**config.mk**
```make
export PLATFORM = sky130hd
export DESIGN_NAME = rand_rr_server
export DESIGN_NICKNAME = d
export VERILOG_FILES = /design/src/rtl/rand_rr_server.sv
export SDC_FILE = /design/constraint.sdc
export NUM_CORES = 1
export LEC_CHECK = 0
export ABC_AREA = 1
export CORE_ASPECT_RATIO = 1.1
export CORE_MARGIN = 4
export CORE_UTILIZATION = 40
export CTS_CLUSTER_SIZE = 12
export DETAILED_ROUTE_END_ITERATION = 10
export GPL_ROUTABILITY_DRIVEN = 1
export MAX_ROUTING_LAYER = met4
export PLACE_DENSITY = 0.63
export SKIP_LAST_GASP = 1
export SYNTH_ARGS = -nofsm -noshare
export SYNTH_HDL_FRONTEND = slang
export SYNTH_SLANG_ARGS = --single-unit
```
**constraint.sdc**
```tcl
create_clock -name iCLK -period 3.8 [get_ports iCLK]
set_clock_uncertainty 0.15 [all_clocks]
set_input_delay 0.76 -clock iCLK [delete_from_list [all_inputs] [get_ports iCLK]]
set_output_delay 0.76 -clock iCLK [all_outputs]
set_load 0.1 [all_outputs]
```
**src/rtl/rand_rr_server.sv**
```systemverilog
// rand_rr_server
//   Shares one 32-bit xorshift generator among NREQ requesters using
//   round-robin arbitration. The sequence is: seed load, then a warm-up
//   discard, then on-demand word delivery.
//
//   Optional feature macro: RAND_SRV_ENTROPY_EN. When it is defined, the
//   iEntropy port exists and its bit is XORed into bit 0 of every
//   generator update.
//
// Ports
//   iCLK     in   clock (rising edge)
//   iRST_N   in   asynchronous active-low reset
//   iSeed    in   32-bit seed, sampled in LOAD
//   iReseed  in   reseed request, level-sampled every cycle
//   iReq     in   NREQ per-requester word requests (level)
//   oGnt     out  NREQ one-hot grant pulse, qualifies oData
//   oData    out  WS-bit random word (generator bits [31 -: WS])
//   oReady   out  high while in RUN
//   iEntropy in   external entropy bit (only with RAND_SRV_ENTROPY_EN)
module rand_rr_server #(
   parameter int unsigned NREQ = 4,
   parameter int unsigned WS   = 16,
   parameter int unsigned WARM = 8
) (
   input  logic            iCLK,
   input  logic            iRST_N,
   input  logic [31:0]     iSeed,
   input  logic            iReseed,
   input  logic [NREQ-1:0] iReq,
   output logic [NREQ-1:0] oGnt,
   output logic [WS-1:0]   oData,
   output logic            oReady
`ifdef RAND_SRV_ENTROPY_EN
   ,
   input  logic            iEntropy
`endif
);

   localparam int unsigned PW        = (NREQ > 1) ? $clog2(NREQ) : 1;
   localparam logic [31:0] DEF_SEED  = 32'h2545F491;
   localparam logic [7:0]  WARM_LAST = 8'((WARM > 0) ? WARM - 1 : 0);

   typedef enum logic [1:0] {
      S_LOAD = 2'd0,
      S_WARM = 2'd1,
      S_RUN  = 2'd2
   } state_t;

   state_t          state;
   logic [31:0]     x;
   logic [7:0]      cnt;
   logic [PW-1:0]   ptr;

   function automatic logic [31:0] xsStep(input logic [31:0] v);
      logic [31:0] t;
      t = v ^ (v << 13);
      t = t ^ (t >> 17);
      t = t ^ (t << 5);
      return t;
   endfunction

   logic entBit;
`ifdef RAND_SRV_ENTROPY_EN
   assign entBit = iEntropy;
`else
   assign entBit = 1'b0;
`endif

   logic [31:0] nextX;
   logic [31:0] loadX;
   assign nextX = xsStep(x) ^ {31'b0, entBit};
   assign loadX = (iSeed == 32'd0) ? DEF_SEED : iSeed;

   // Rotating priority search: candidate = (ptr + i) mod NREQ, first hit wins.
   logic          winFound;
   logic [PW-1:0] winIdx;
   logic [PW:0]   cand;

   always_comb begin
      winFound = 1'b0;
      winIdx   = '0;
      cand     = '0;
      for (int unsigned i = 0; i < NREQ; i++) begin
         cand = {1'b0, ptr} + (PW+1)'(i);
         if (cand >= (PW+1)'(NREQ))
            cand = cand - (PW+1)'(NREQ);
         if (!winFound && iReq[cand[PW-1:0]]) begin
            winFound = 1'b1;
            winIdx   = cand[PW-1:0];
         end
      end
   end

   logic [PW-1:0] nextPtr;
   assign nextPtr = (winIdx == PW'(NREQ - 1)) ? '0 : winIdx + PW'(1);

   always_ff @(posedge iCLK or negedge iRST_N) begin
      if (!iRST_N) begin
         state  <= S_LOAD;
         x      <= DEF_SEED;
         cnt    <= '0;
         ptr    <= '0;
         oGnt   <= '0;
         oData  <= '0;
         oReady <= 1'b0;
      end else if (iReseed) begin
         // Reseed overrides any grant; held high keeps reloading in LOAD.
         state  <= S_LOAD;
         oGnt   <= '0;
         oReady <= 1'b0;
         if (state == S_LOAD) begin
            x   <= loadX;
            cnt <= '0;
         end
      end else begin
         case (state)
            S_LOAD: begin
               x    <= loadX;
               cnt  <= '0;
               oGnt <= '0;
               if (WARM == 0) begin
                  state  <= S_RUN;
                  oReady <= 1'b1;
               end else begin
                  state <= S_WARM;
               end
            end
            S_WARM: begin
               x    <= nextX;
               cnt  <= cnt + 8'd1;
               oGnt <= '0;
               if (cnt == WARM_LAST) begin
                  state  <= S_RUN;
                  oReady <= 1'b1;
               end
            end
            S_RUN: begin
               if (winFound) begin
                  oGnt  <= {{(NREQ-1){1'b0}}, 1'b1} << winIdx;
                  oData <= nextX[31 -: WS];
                  x     <= nextX;
                  ptr   <= nextPtr;
               end else begin
                  oGnt <= '0;
               end
            end
            default: begin
               state  <= S_LOAD;
               oGnt   <= '0;
               oReady <= 1'b0;
            end
         endcase
      end
   end

endmodule

```
==> metrics.log <==
[metrics] outcome: finished clean
[metrics] Overflow after GRT: 0
[metrics] Worst Hold Class: input port to asynchronous set/reset pin
[metrics] largest voltage drop on the vdd net: 0.424 mV
[metrics] number of remaining DRC errors: 0
[metrics] relative contribution of the clock network to total power: 14.5%
[metrics] setup slack at placement: 0.793 ns
[metrics] top_reg_cell synth: dfrtp_1
[metrics] post-layout total power: 5.67 mW
[metrics] post-route non-filler standard cell count: 887
[metrics] Arr. time, crit path: 1.86 ns
[metrics] Avg Vias per Cell: 4.86
[metrics] maximum single-stage delay on the critical path: 1.15 ns
[metrics] timing startpoint of the critical path: oData[11]
[metrics] endpoint required time on the critical path: 2.89 ns
[metrics] synthesized-area fraction occupied by xor and xnor cells: 5.47%
[metrics] floorplan die width: 109 um
[metrics] highest fanout seen on the critical path: 2
[metrics] crit end category: output port
[metrics] P_int: 2.62 mW
[metrics] Slew @ Worst Pin: 1.01 ns
[metrics] number of hold buffers added after CTS: 0
[metrics] worst r2r path cells: 10
[metrics] number of cell rows: 40
[metrics] post-synthesis cell area: 0.00448 sq mm
[metrics] number of warnings issued by yosys: 0
[metrics] Cell Count Post-Placement: 871
[metrics] later-pin clock latency in the skew report: 0.33 ns
[metrics] maximum number of pins on one net before global-route repair: 47
[metrics] Die Span Y: 119 um
[metrics] Sw Pwr: 3.05 mW
[metrics] fmax: 361 MHz
[metrics] number of standard cells after synthesis: 682
[metrics] Routed Wire Length: 12.2 mm
[metrics] Worst R2R Setup Slack: 1.36 ns
[metrics] Worst path top cell family by delay: buffers and inverters
[metrics] max-slew violation count: 0
[metrics] Post-Syn Nets: 731
[metrics] wire length of the first global-routing pass: 19.9 mm
[metrics] synthesized-area fraction occupied by ao, oa, aoi and oai cells: 4.99%
[metrics] initial antenna violation count: 0
[metrics] per-cell routed wire length: 13.7 um
[metrics] average size of a mapped cell: 6.58 sq um
[metrics] Initial Util: 40.9%
[metrics] die outline area: 0.0130 sq mm
[metrics] net switching fraction of the power: 53.8%
[metrics] asr flop ratio synth: 100%
[metrics] crit share post-route: 72.8%
[metrics] Post-synth EDFFs: 0
[metrics] portion of netlist area occupied by mux cells: 0.251%
[metrics] proportion of synthesized chip area in sequential cells: 36.7%
[metrics] htree depth: 3
[metrics] area delta synth->final: 21.6%
[metrics] adder and majority cell fraction of the synthesized area: 2.79%
[metrics] via count of the first global-routing pass: 3979
[metrics] total clock buffers created by CTS: 9
[metrics] unrepaired setup endpoints after global routing: false
[metrics] post-synthesis cell type count: 28
[metrics] area of the placeable core: 0.0110 sq mm
[metrics] most frequent cells in the layout: 292 x nand2_1, 78 x inv_1, 78 x nand3_1
[metrics] proportion of layout cells with a drive suffix above 1: 7.57%
[metrics] critical path buffer and inverter count: 1
[metrics] number of gates given a new drive strength after cts: 0
[metrics] placer congestion estimate: 0.940
[metrics] Final setup violation count: 0
[metrics] Tmin final: 2.77 ns
[metrics] reported leakage power: 2.90 nW
[metrics] Max-slew headroom: 32.3%
[metrics] Max Cap Violations: 0
[metrics] relative contribution of combinational cells to total power: 61.7%
[metrics] type of element launching the critical path: flop
[metrics] fill cell count: 1075
[metrics] main combinational cell family by area after synthesis: simple AND/OR/NAND/NOR gates
[metrics] count of buffers from port buffering: 59
[metrics] clock transition at the registers of the reported paths: 0.05 ns
[metrics] Reg-to-Reg Start: state[0]
[metrics] root buffer cell: clkbuf_16
[metrics] crit path kind: flop to output port
[metrics] smallest hold slack: 0.241 ns
[metrics] register bit total from synthesis: 65
[metrics] router iterations before antenna repair: 5
[metrics] worst path cell trace: clkdlybuf4s50_1
[metrics] most common library cell in the layout ignoring fill and taps: nand2_1
[metrics] net count of the finished layout: 784
[metrics] count of inserted antenna diode cells: 0
[metrics] total routing resource utilization after global routing: 20.1%
[metrics] drt first-iter violations: 339
[metrics] clk sinks: 65
[metrics] top-level port count: 60
[metrics] total negative slack for setup checks: 0 ns
[metrics] number of buffers on the longest clock path: 2
[metrics] residual antenna-violating net count after detailed routing: 0
[metrics] routed via count: 4313
[metrics] clock tree from TritonCTS: done
[metrics] worst-case setup margin in the final layout: 1.03 ns
[metrics] destination of the worst register-to-register timing path: x[11]
[metrics] HPWL Detailed: 9.22 mm
[metrics] Slowest-stage cell, CP: clkdlybuf4s50_1
[metrics] number of buffers inserted by post-CTS setup repair: 0
[metrics] simple logic cell fraction of the synthesized area: 39.8%
[metrics] areal power density over the cells: 1040 mW/mm^2
[metrics] final-report hold violation count: 0
[metrics] part of the power in registers: 23.8%
[logic make-up (layout without fill, tap and decap cells)]
family | Yosys count | after routing
flip-flops | 65 | 65
adder cells (fa/ha/maj) | 10 | 10
AO/OA/AOI/OAI | 43 | 43
AND/OR/NAND/NOR | 428 | 428
multiplexers | 1 | 1
XOR/XNOR | 28 | 28
buffers and inverters | 107 | 165
[final cells by class]
type                            instances  area [sq um]  area share, %
Multi-Input combinational cell        510          2390           43.8
Sequential cell                        65          1640           30.2
Timing Repair Buffer                   64           623           11.4
Inverter                               85           322           5.90
Clock buffer                           13           250           4.59
Tap cell                              147           184           3.37
Clock inverter                          3          40.0          0.734
[through the flow]
step / utilization (%) / area [sq um]
2_1_floorplan: - / 4480
3_3_place_gp: 47.1 / 5160
3_5_place_dp: 47.1 / 5160
4_1_cts: 49.7 / 5450
5_1_grt: 49.7 / 5450
6_report: 49.7 / 5450
[registers in the layout (all words and copies together) (netlist names)]
signal  cells
cnt         8
oData      16
oGnt        4
oReady      1
ptr         2
state       2
x          32
[synth_stat cells (all sizes together) (3+ instances only)]
cell	n	share of area, %
inv	85	7.2
xnor2	16	3.1
o21ai	35	3.9
nor2	37	3.5
nand3	78	8.7
or2	3	0.42
buf	15	2.3
dfrtp	51	28
dfstp	14	8.2
nand2	301	26
xor2	12	2.3
a21oi	4	0.45
ha	10	2.8
a21boi	3	0.50
nand4	8	1.1
clkbuf	7	0.59
[per-layer routing]
metal,global-route usage (%),up-vias,routed length [um]
met1,27.4,1957,5680
met4,5.45,0,204
met2,31.0,126,5580
met5,-,-,0
li1,-,2212,-
met3,3.31,18,714
[how the worst max path moves through the flow]
| stage | to | cells past startpoint |
|---|---|---|
| final | oData[11] | 1 |
| after global routing | x[7] | 8 |
| after CTS | oData[11] | 1 |
| after detailed placement | x[14] | 8 |
| after global placement | x[22] | 8 |
| after floorplan | ptr[1] | 13 |
[power groups by stage]
stage	clock (mW)	combinational (mW)	sequential, mW
6_report	0.823	3.50	1.35
5_1_grt	0.872	3.90	1.39
4_1_cts	0.836	3.49	1.35
3_5_place_dp	0	3.47	1.35
3_3_place_gp	0	3.42	1.34
2_1_floorplan	0	2.15	1.83
[worst reg2reg max path, stage by stage, from the launching register on]
cell and delay, ns:
dfrtp_1 0.41, inv_1 0.10, ha_1 0.35, inv_1 0.16, nor2_2 0.06, inv_1 0.73
nor2_1 0.13, nand2_1 0.09, nand2_1 0.05, nand2_1 0.06, nand2_1 0.05
No activity file was read; power rests on OpenSTA's default activity.
